`config.mk`:
```
export PLATFORM = sky130hd
export DESIGN_NAME = ram_port_arbiter
export DESIGN_NICKNAME = d
export VERILOG_FILES = /design/src/rtl/ram_port_arbiter.sv
export SDC_FILE = /design/constraint.sdc
export NUM_CORES = 1
export LEC_CHECK = 0
export ABC_AREA = 1
export CAP_MARGIN = 30
export CORE_ASPECT_RATIO = 0.8
export CORE_MARGIN = 4
export CORE_UTILIZATION = 44
export CTS_CLUSTER_DIAMETER = 200
export DETAILED_ROUTE_END_ITERATION = 7
export GPL_TIMING_DRIVEN = 0
export PLACE_DENSITY = 0.86
export REMOVE_ABC_BUFFERS = 1
export SKIP_CTS_REPAIR_TIMING = 1
export SLEW_MARGIN = 30
export SYNTH_ARGS = -nofsm -noshare
export SYNTH_HDL_FRONTEND = slang
export SYNTH_SLANG_ARGS = --single-unit
export TNS_END_PERCENT = 50
```
`constraint.sdc`:
```
create_clock -name clk -period 2.6 [get_ports clk]
set_input_delay 0.78 -clock clk [delete_from_list [all_inputs] [get_ports clk]]
set_output_delay 0.78 -clock clk [all_outputs]
set_load 0.02 [all_outputs]
```
`src/rtl/ram_port_arbiter.sv`:
```
// Two-port round-robin arbiter in front of one single-port synchronous RAM.
// Every RAM command and ack is registered; read returns are tracked by a tag pipeline.
module ram_port_arbiter #(
  parameter int ADDR_W = 9,
  parameter int DATA_W = 8
) (
  input  logic              clk,
  input  logic              rst,
  input  logic              reqA,
  input  logic              weA,
  input  logic [ADDR_W-1:0] addrA,
  input  logic [DATA_W-1:0] dinA,
  output logic              ackA,
  output logic [DATA_W-1:0] doutA,
  output logic              validA,
  input  logic              reqB,
  input  logic              weB,
  input  logic [ADDR_W-1:0] addrB,
  input  logic [DATA_W-1:0] dinB,
  output logic              ackB,
  output logic [DATA_W-1:0] doutB,
  output logic              validB,
  output logic              ramEn,
  output logic              ramWe,
  output logic [ADDR_W-1:0] ramAddr,
  output logic [DATA_W-1:0] ramDin,
  input  logic [DATA_W-1:0] ramDout
);

  typedef enum logic [1:0] {IDLE, SERVE_A, SERVE_B} state_t;

  state_t              state_q;
  logic                last_grant_b_q;
  logic                ack_a_q, ack_b_q;
  logic                ram_en_q, ram_we_q;
  logic [ADDR_W-1:0]   ram_addr_q;
  logic [DATA_W-1:0]   ram_din_q;
  logic                tag1_valid_q, tag1_port_q;
  logic                tag2_valid_q, tag2_port_q;
  logic [1:0]          valid_q;
  logic [DATA_W-1:0]   dout_q [2];

  logic elig_a, elig_b, grant_a, grant_b, tag1_valid_d;

  // The state register doubles as "ack showing this cycle", so a port is
  // never regranted while its own ack is visible.
  always_comb begin
    elig_a       = reqA && (state_q != SERVE_A);
    elig_b       = reqB && (state_q != SERVE_B);
    grant_a      = elig_a && (!elig_b || last_grant_b_q);
    grant_b      = elig_b && !grant_a;
    tag1_valid_d = (grant_a && !weA) || (grant_b && !weB);
  end

  always_ff @(posedge clk or posedge rst) begin
    if (rst) begin
      state_q        <= IDLE;
      last_grant_b_q <= 1'b1;
      ack_a_q        <= 1'b0;
      ack_b_q        <= 1'b0;
      ram_en_q       <= 1'b0;
      ram_we_q       <= 1'b0;
      ram_addr_q     <= '0;
      ram_din_q      <= '0;
      tag1_valid_q   <= 1'b0;
      tag1_port_q    <= 1'b0;
      tag2_valid_q   <= 1'b0;
      tag2_port_q    <= 1'b0;
    end else begin
      ack_a_q      <= grant_a;
      ack_b_q      <= grant_b;
      tag1_valid_q <= tag1_valid_d;
      tag1_port_q  <= grant_b;
      tag2_valid_q <= tag1_valid_q;
      tag2_port_q  <= tag1_port_q;
      if (grant_a) begin
        state_q        <= SERVE_A;
        last_grant_b_q <= 1'b0;
        ram_en_q       <= 1'b1;
        ram_we_q       <= weA;
        ram_addr_q     <= addrA;
        ram_din_q      <= dinA;
      end else if (grant_b) begin
        state_q        <= SERVE_B;
        last_grant_b_q <= 1'b1;
        ram_en_q       <= 1'b1;
        ram_we_q       <= weB;
        ram_addr_q     <= addrB;
        ram_din_q      <= dinB;
      end else begin
        state_q  <= IDLE;
        ram_en_q <= 1'b0;
        ram_we_q <= 1'b0;
      end
    end
  end

  // Per-port read return: capture RAM data when the oldest tag names this port.
  generate
    for (genvar gi = 0; gi < 2; gi++) begin : g_port
      always_ff @(posedge clk or posedge rst) begin
        if (rst) begin
          valid_q[gi] <= 1'b0;
          dout_q[gi]  <= '0;
        end else begin
          valid_q[gi] <= tag2_valid_q && (tag2_port_q == 1'(gi));
          if (tag2_valid_q && (tag2_port_q == 1'(gi))) begin
            dout_q[gi] <= ramDout;
          end
        end
      end
    end
  endgenerate

  assign ackA    = ack_a_q;
  assign ackB    = ack_b_q;
  assign ramEn   = ram_en_q;
  assign ramWe   = ram_we_q;
  assign ramAddr = ram_addr_q;
  assign ramDin  = ram_din_q;
  assign validA  = valid_q[0];
  assign validB  = valid_q[1];
  assign doutA   = dout_q[0];
  assign doutB   = dout_q[1];

endmodule

```
==> impl_metrics.toml, run 1 <==
[run_status]
status = "completed"

[yosys]
synth_ff_type = "dfrtp_1"
synthCells = 191
synth_cell_type_count = 18
ys_async_sr_fraction_pct = 100
synth_edf_count = 0
synth.most_common_cell = "nand3_1"
ys_top_cells_by_area = "dfrtp_1 59%, nand3_1 14%, nand2_1 8.0%"
yosysWarnings = 0
netlist_top_cells_count = "53 x nand3_1, 43 x dfrtp_1, 39 x nand2_1"
synth_seq_cells = 44
synth_area_leader_cell = "dfrtp_1"
yosys.area.top_type_share_pct = 58.6
ys_seq_area_share_pct = 60.1
synthesis.area_um2 = 1840
synth_area_per_cell_um2 = 9.61

[sta]
worst_slew_pin_slew_ns = 0.596
hold_ws_ns = 0.355
fin_crit_sh_pct = 88.9
rsz0062_at_grt = "no"
max_slew_margin_pct = 60.2
skew_ns = 0.00297
slew_viol_final = 0
fin_crit_ns = 2.31
max_freq_ghz = 0.433
setup_violations = 0
hold_violations = 0
tns_ns = 0

[floorplanning]
rows = 20
die_width_um = 80.2
die_h_um = 65.8
die-area_um2 = 5280
io_pins = 87
start_util_pct = 47.0
coreArea_um2 = 3900

[final_layout]
fin_cells = 330
n_fill_cell = 340
syn_to_final_growth_pct = 51.2
antennaDiodeCount = 0
fin_nets = 322
drive_gt1_share_pct = 6.55

[global_routing]
grt_pass1_vias = 1625
grt_max_degree = 28
antenna_found_initial = 0
grt_remaining_overflow = 0
grt_usage_pct = 18.5
grt_first_pass_wirelength_mm = 7.53

[worst_hold_path]
min_path_type = "reg -> reg"

[route]
wl_met1_mm = 1.92
routed_wl_mm = 4.59
drtAntennaViolNets = 0
topRoutingLayerUsed = "met4"
wire_per_inst_um = 13.9
drt_pass1_iterations = 4
dr_total_vias = 1595
drtIter0Drc = 157
viasPerCell = 4.83
wl_met2_mm = 2.38
post-route-drc-count = 0
wl_met3_um = 252

[placed_design]
placed_cells_incl_taps = 322
gp_congestion = 0.717
numPortBuffers = 86
place_hpwl_mm = 3.34

[job]
maxCapViolCount = 0

[clock_network]
cts_root_buf = "clkbuf_8"
clk-insertion-delay-late_ns = 0.28
cts_tree = "built"
clock_path_buffers = 2
clk_pin_slew_worst_paths_ns = 0.08
cts_sinks = 44
numCtsBuffers = 5
cts_htree_levels = 2

[setup_path]
arrival_ns = 2.47
cp-start-kind = "input pin"
critical_path_class = "in -> reg"
cp_max_fo = 20
worst_ep_required_time_ns = 2.76
cp-end-kind = "register"

[power_and_ir_drop]
leakagePower_nw = 1.27
pwr_density_cell_nw_per_um2 = 1010
ir_drop_uv = 503
-- where the power goes --
group | internal [mW] | switching, mW
clock | 0.217 | 0.209
combinational | 0.588 | 0.699
sequential | 0.947 | 0.134
-- critical path, stage by stage --
cell and delay [ns]:
clkdlybuf4s50_1 0.49, a21boi_4 0.53, nand2_2 0.40, inv_1 0.20, nor2_1 0.05
-- per-layer routing --
layer / track usage, % / vias to the layer above
met5: 0 / -
met4: 5.06 / 0
met1: 23.8 / 749
met3: 3.95 / 2
met2: 31.7 / 53
li1: - / 791
-- cells by family (layout without fill, tap and decap cells) --
family          after synthesis  count (layout)  share of synthesized area [%]
simple gates                 99              99                           24.7
flops                        44              44                           60.1
buf+inv                      29             113                           9.68
compound gates               19              19                           5.52
-- sequential cells by signal (all words and copies together) (netlist names) --
name / flops
doutA: 8
doutB: 8
last_grant_b_q: 1
ramAddr: 9
ramDin: 8
ramEn: 1
ramWe: 1
state_q: 2
tag1_port_q: 1
tag1_valid_q: 1
tag2_port_q: 1
tag2_valid_q: 1
validA: 1
validB: 1
-- final cells by class --
class / instances / area (um2) / area share (%)
Clock buffer: 8 / 90.1 / 3.25
Inverter: 18 / 67.6 / 2.43
Timing Repair Buffer: 87 / 881 / 31.7
Sequential cell: 44 / 1100 / 39.7
Multi-Input combinational cell: 118 / 566 / 20.4
Tap cell: 55 / 68.8 / 2.48
-- layout by cell type, fill, tap and decap left out, drive strengths merged --
master / instances
a21boi: 1
buf: 1
clkbuf: 8
clkdlybuf4s50: 86
dfrtp: 43
dfstp: 1
inv: 18
nand2: 42
nand3: 54
nor2: 3
o21ai: 18
-- stage by stage --
stage / area, um2 / setup slack (ns) / util (%) / power, mW
floorplan: 1730 / 0.577 / - / 1.71
global placement: 2660 / -0.552 / 68.0 / 2.35
detailed placement: 2680 / -0.602 / 68.5 / 2.39
CTS: 2770 / -0.308 / 70.8 / 2.82
global route: 2780 / 0.0930 / 71.1 / 2.98
finish: 2780 / 0.290 / 71.1 / 2.79
-- path summary, 6_finish.rpt --
kind,cells past startpoint,start,end,slack (ns)
worst min register to register,0,tag1_valid_q,tag2_valid_q,0.35
worst min-delay path,0,tag1_valid_q,tag2_valid_q,0.35
min in group asynchronous,2,rst,ramDin[1],0.80
worst max register to register,7,state_q[0],tag1_valid_q,0.80
max in group asynchronous,3,rst,last_grant_b_q,1.26
worst max-delay path,5,reqA,state_q[1],0.29
Note: power is estimated with default switching activity, not from simulation.
==> run 2, diff against run 1 <==
--- a/config.mk
+++ b/config.mk
@@ -17,4 +17,5 @@
 export REMOVE_ABC_BUFFERS = 1
 export SKIP_CTS_REPAIR_TIMING = 1
+export SKIP_LAST_GASP = 1
 export SLEW_MARGIN = 30
 export SYNTH_ARGS = -nofsm -noshare
==> constraint.sdc (replaced) <==
create_clock -name clk -period 2.6 [get_ports clk]
set_input_delay 0.39 -clock clk [delete_from_list [all_inputs] [get_ports clk]]
set_output_delay 0.39 -clock clk [all_outputs]
set_load 0.02 [all_outputs]
==> impl_metrics.toml, run 2 (same netlist as run 1, synthesis figures left out) <==
[clock_network]
clk-insertion-delay-late_ns = 0.28
cts_htree_levels = 2
cts_sinks = 44
cts_tree = "built"
clk_pin_slew_worst_paths_ns = 0.07
cts_root_buf = "clkbuf_8"
clock_path_buffers = 2
numCtsBuffers = 5

[sta]
slew_viol_final = 0
hold_violations = 0
setup_violations = 0
rsz0062_at_grt = "no"
worst_slew_pin_slew_ns = 0.689
max_freq_ghz = 0.464
max_slew_margin_pct = 53.9
fin_crit_sh_pct = 82.9
skew_ns = 0.00355
tns_ns = 0
fin_crit_ns = 2.16

[global_routing]
grt_first_pass_wirelength_mm = 7.53
grt_remaining_overflow = 0
antenna_found_initial = 0
grt_pass1_vias = 1625
grt_max_degree = 28
grt_usage_pct = 18.5

[route]
dr_total_vias = 1604
drt_pass1_iterations = 4
drtIter0Drc = 147
routed_wl_mm = 4.58
viasPerCell = 4.86
drtAntennaViolNets = 0
post-route-drc-count = 0
wire_per_inst_um = 13.9

[final_layout]
final_common_cell = "clkdlybuf4s50_1"
drive_gt1_share_pct = 6.18
syn_to_final_growth_pct = 51.1
fin_nets = 322
fin_area_um2 = 2770
layout_common_cells = "86 x clkdlybuf4s50_1, 53 x nand3_1, 43 x dfrtp_1, 39 x nand2_1, 18 x o21ai_0"
largest_register_ffs = 9
utilization_pct = 71.0
antennaDiodeCount = 0

[placed_design]
place_hpwl_mm = 3.34
numPortBuffers = 86
gp_congestion = 0.717
place_area_um2 = 2680

[setup_path]
critical_path_class = "in -> reg"
worst_ep_required_time_ns = 2.76
cp_max_fo = 20
cp-start-kind = "input pin"
crit_path_cell_trace = "clkdlybuf4s50_1 > a21boi_4 > nand2_1 > nand3_1 > nand3_1"
cpPeakStageDelay_ns = 0.59
arrival_ns = 2.31
crit_path_frequent_cell = "nand3_1"
cpMaxStageDelayCell = "nand2_1"
cp-end-kind = "register"

[job]
maxCapViolCount = 0

[floorplanning]
die-area_um2 = 5280
die_width_um = 80.2
coreArea_um2 = 3900
die_h_um = 65.8
rows = 20
start_util_pct = 47.0
io_pins = 87

[worst_hold_path]
min_path_type = "reg -> reg"

[power_and_ir_drop]
leakagePower_nw = 1.27
ir_drop_uv = 503
pwr_density_cell_nw_per_um2 = 1000

[run_status]
status = "completed"
run 2: cell types whose count changed in the layout (fill, tap and decap cells not counted):
| cell | before | now |
|---|---|---|
| nand2_1 | 38 | 39 |
| nand2_2 | 4 | 3 |
run 2: report_power, final:
| part | total (mW) | internal (mW) | leakage (nW) | switching (mW) |
|---|---|---|---|---|
| Sequential | 1.08 | 0.947 | 0.533 | 0.134 |
| Combinational | 1.28 | 0.587 | 0.693 | 0.697 |
| Clock | 0.421 | 0.217 | 0.0455 | 0.204 |
| Total | 2.79 | 1.75 | 1.27 | 1.04 |
run 2: metal layers:
layer	global-route usage [%]	wire length, um	vias to the layer above
met5	0	0	-
met4	5.06	41	0
met3	3.95	196	2
met2	31.7	2380	47
met1	23.8	1960	767
li1	-	-	788
run 2: cell type report:
cell class | count | area, um2
repair buffers | 87 | 881
flip-flops and latches | 44 | 1100
multi-input cells | 118 | 563
clock buffers | 8 | 90.1
inverters | 18 | 67.6
well taps | 55 | 68.8
fillers | 339 | 1130
run 2: metrics by stage:
stage | hold WS [ns] | setup slack (ns) | power [mW] | instances
6_report | 0.358 | 0.445 | 2.79 | 330
5_1_grt | 0.372 | 0.205 | 2.97 | 330
4_1_cts | 0.364 | 0.0821 | 2.82 | 330
3_5_place_dp | 0.341 | -0.212 | 2.39 | 322
3_3_place_gp | 0.332 | -0.162 | 2.35 | 321
2_1_floorplan | 0.331 | 0.850 | 1.71 | 180
run 2: critical path, delay by kind of cell:
family	cells	cell delay [ns]
and+or+nand+nor	3	0.90
AOI/OAI and AO/OA	1	0.53
buffers and inverters	1	0.49
run 2: final timing paths:
path,start,endpoint,slack (ns),depth (start not counted)
max in group asynchronous,rst,last_grant_b_q,1.64,3
worst min-delay path,tag1_valid_q,tag2_valid_q,0.36,0
min in group asynchronous,rst,ramDin[1],0.41,2
worst min register to register,tag1_valid_q,tag2_valid_q,0.36,0
worst max-delay path,reqA,ramAddr[7],0.44,5
worst max register to register,state_q[0],tag1_valid_q,0.57,7
==> run 3, diff against run 2 <==
CORE_UTILIZATION = 40   (was 44)
PLACE_DENSITY = 0.8   (was 0.86)
clock period = 2 ns   (was 2.6 ns; I/O delays follow)
==> impl_metrics.toml, run 3 (same netlist as run 1, synthesis figures left out) <==
[run_status]
status = "completed"

[final_layout]
drive_gt1_share_pct = 6.91
layout_common_cells = "86 x clkdlybuf4s50_1, 53 x nand3_1, 43 x dfrtp_1, 38 x nand2_1, 18 x o21ai_0"
antennaDiodeCount = 0
n_fill_cell = 377
regArea_um2 = 1100
multiInputGateArea_um2 = 566
fin_nets = 322
syn_to_final_growth_pct = 51.5
largest_register_ffs = 9
fin_cells = 332
final_common_cell = "clkdlybuf4s50_1"
utilization_pct = 64.5

[sta]
rsz0062_at_grt = "no"
worst_slew_pin_slew_ns = 0.578
max_freq_ghz = 0.542
hold_violations = 0
tns_ns = 0
skew_ns = 0.00524
setup_violations = 0
fin_crit_sh_pct = 92.2
fin_crit_ns = 1.84
slew_viol_final = 0
max_slew_margin_pct = 61.4

[setup_path]
cp-end-kind = "register"
worstReg2RegStart = "state_q[0]"
crit_path_frequent_cell = "nand2_2"
crit_family = "simple AND/OR/NAND/NOR gates"
r2r_cells = 7
cp.depth = 7
crit_buf_inv = 2
startpoint = "state_q[0]"
critical_path_class = "reg -> reg"
cpPeakStageDelay_ns = 0.50
cp_max_fo = 20
cp-start-kind = "register"
cpMaxStageDelayCell = "nand2_2"
r2r-end = "tag1_valid_q"
endpoint = "tag1_valid_q"
worst_ep_required_time_ns = 2.18
crit_path_cell_trace = "inv_2 > nand2_2 > nand3_2 > nand2_2 > o21ai_0 > nand2_1 > inv_1"
arrival_ns = 2.03
rrSetupSlack_ns = 0.16

[route]
drt_pass1_iterations = 4
routed_wl_mm = 4.66
post-route-drc-count = 0
dr_total_vias = 1599
drtIter0Drc = 106
viasPerCell = 4.82
wire_per_inst_um = 14.0
drtAntennaViolNets = 0

[global_routing]
grt_usage_pct = 16.2
grt_pass1_vias = 1469
antenna_found_initial = 0
grt_max_degree = 31
grt_first_pass_wirelength_mm = 7.35
grt_remaining_overflow = 0

[clock_network]
cts_tree = "built"
clk_pin_slew_worst_paths_ns = 0.08
cts_htree_levels = 2
clock_path_buffers = 2
clk-insertion-delay-late_ns = 0.28
cts_root_buf = "clkbuf_8"
cts_sinks = 44
numCtsBuffers = 5

[floorplanning]
die_h_um = 68.6
die_width_um = 83.7
coreArea_um2 = 4310
die-area_um2 = 5740
start_util_pct = 42.6
io_pins = 87
rows = 21

[power_and_ir_drop]
swShare_pct = 37.4
power_frac_comb_pct = 46.0
pwr_density_cell_nw_per_um2 = 1310
leakagePower_nw = 1.27
ir_drop_uv = 851
power_frac_seq_pct = 38.6
p_int_mw = 2.28
fin_total_pwr_mw = 3.64
p_clk_share_pct = 15.4
p_sw_mw = 1.36

[worst_hold_path]
min_path_type = "in -> async"

[placed_design]
numPortBuffers = 86
gp_congestion = 0.793
place_hpwl_mm = 3.34
placed_cells_incl_taps = 324

[job]
maxCapViolCount = 0
run 3: cell types whose count changed in the layout (fill, tap and decap cells not counted), sizes merged:
cell      delta
clkinvlp     +1
clkbuf       -1
run 3: routing by layer:
layer | vias to the layer above | GRT usage, % | share of wire, %
met3 | 2 | 4.39 | 6.4
met4 | 0 | 4.02 | 0.28
met5 | - | 0 | 0
met1 | 748 | 22.7 | 44
met2 | 63 | 25.3 | 49
li1 | 786 | - | -
run 3: worst min path at each step:
stage	from	slack, ns	to	cells after the start
after floorplan	tag1_valid_q	0.33	tag2_valid_q	0
after global placement	tag1_valid_q	0.34	tag2_valid_q	0
after detailed placement	tag1_valid_q	0.33	tag2_valid_q	0
after CTS	rst	0.29	ramAddr[7]	2
after global routing	rst	0.32	ramDin[0]	2
final	rst	0.29	ramAddr[7]	2
run 3: area by class of cell:
type,count,area share [%]
multi-input combinational,118,20.3
timing repair buffer,87,31.7
sequential,44,39.6
inverter,18,2.43
tap,57,2.56
clock buffer,7,3.10
clock inverter,1,0.270
run 3: through the flow:
| step | worst slack [ns] | hold slack [ns] | instance area (um2) |
|---|---|---|---|
| 2_1_floorplan | 0.250 | 0.331 | 1730 |
| 3_3_place_gp | -0.653 | 0.336 | 2660 |
| 3_5_place_dp | -0.642 | 0.335 | 2680 |
| 4_1_cts | -0.379 | 0.293 | 2770 |
| 5_1_grt | 0.0156 | 0.320 | 2780 |
| 6_report | 0.156 | 0.294 | 2780 |
run 3: power by group through the flow:
stage	clock, mW	sequential (mW)	combinational (mW)
after floorplan	0	1.79	0.433
after CTS	0.587	1.40	1.69
after global placement	0	1.41	1.65
final	0.560	1.40	1.67
after global routing	0.625	1.44	1.80
after detailed placement	0	1.42	1.68
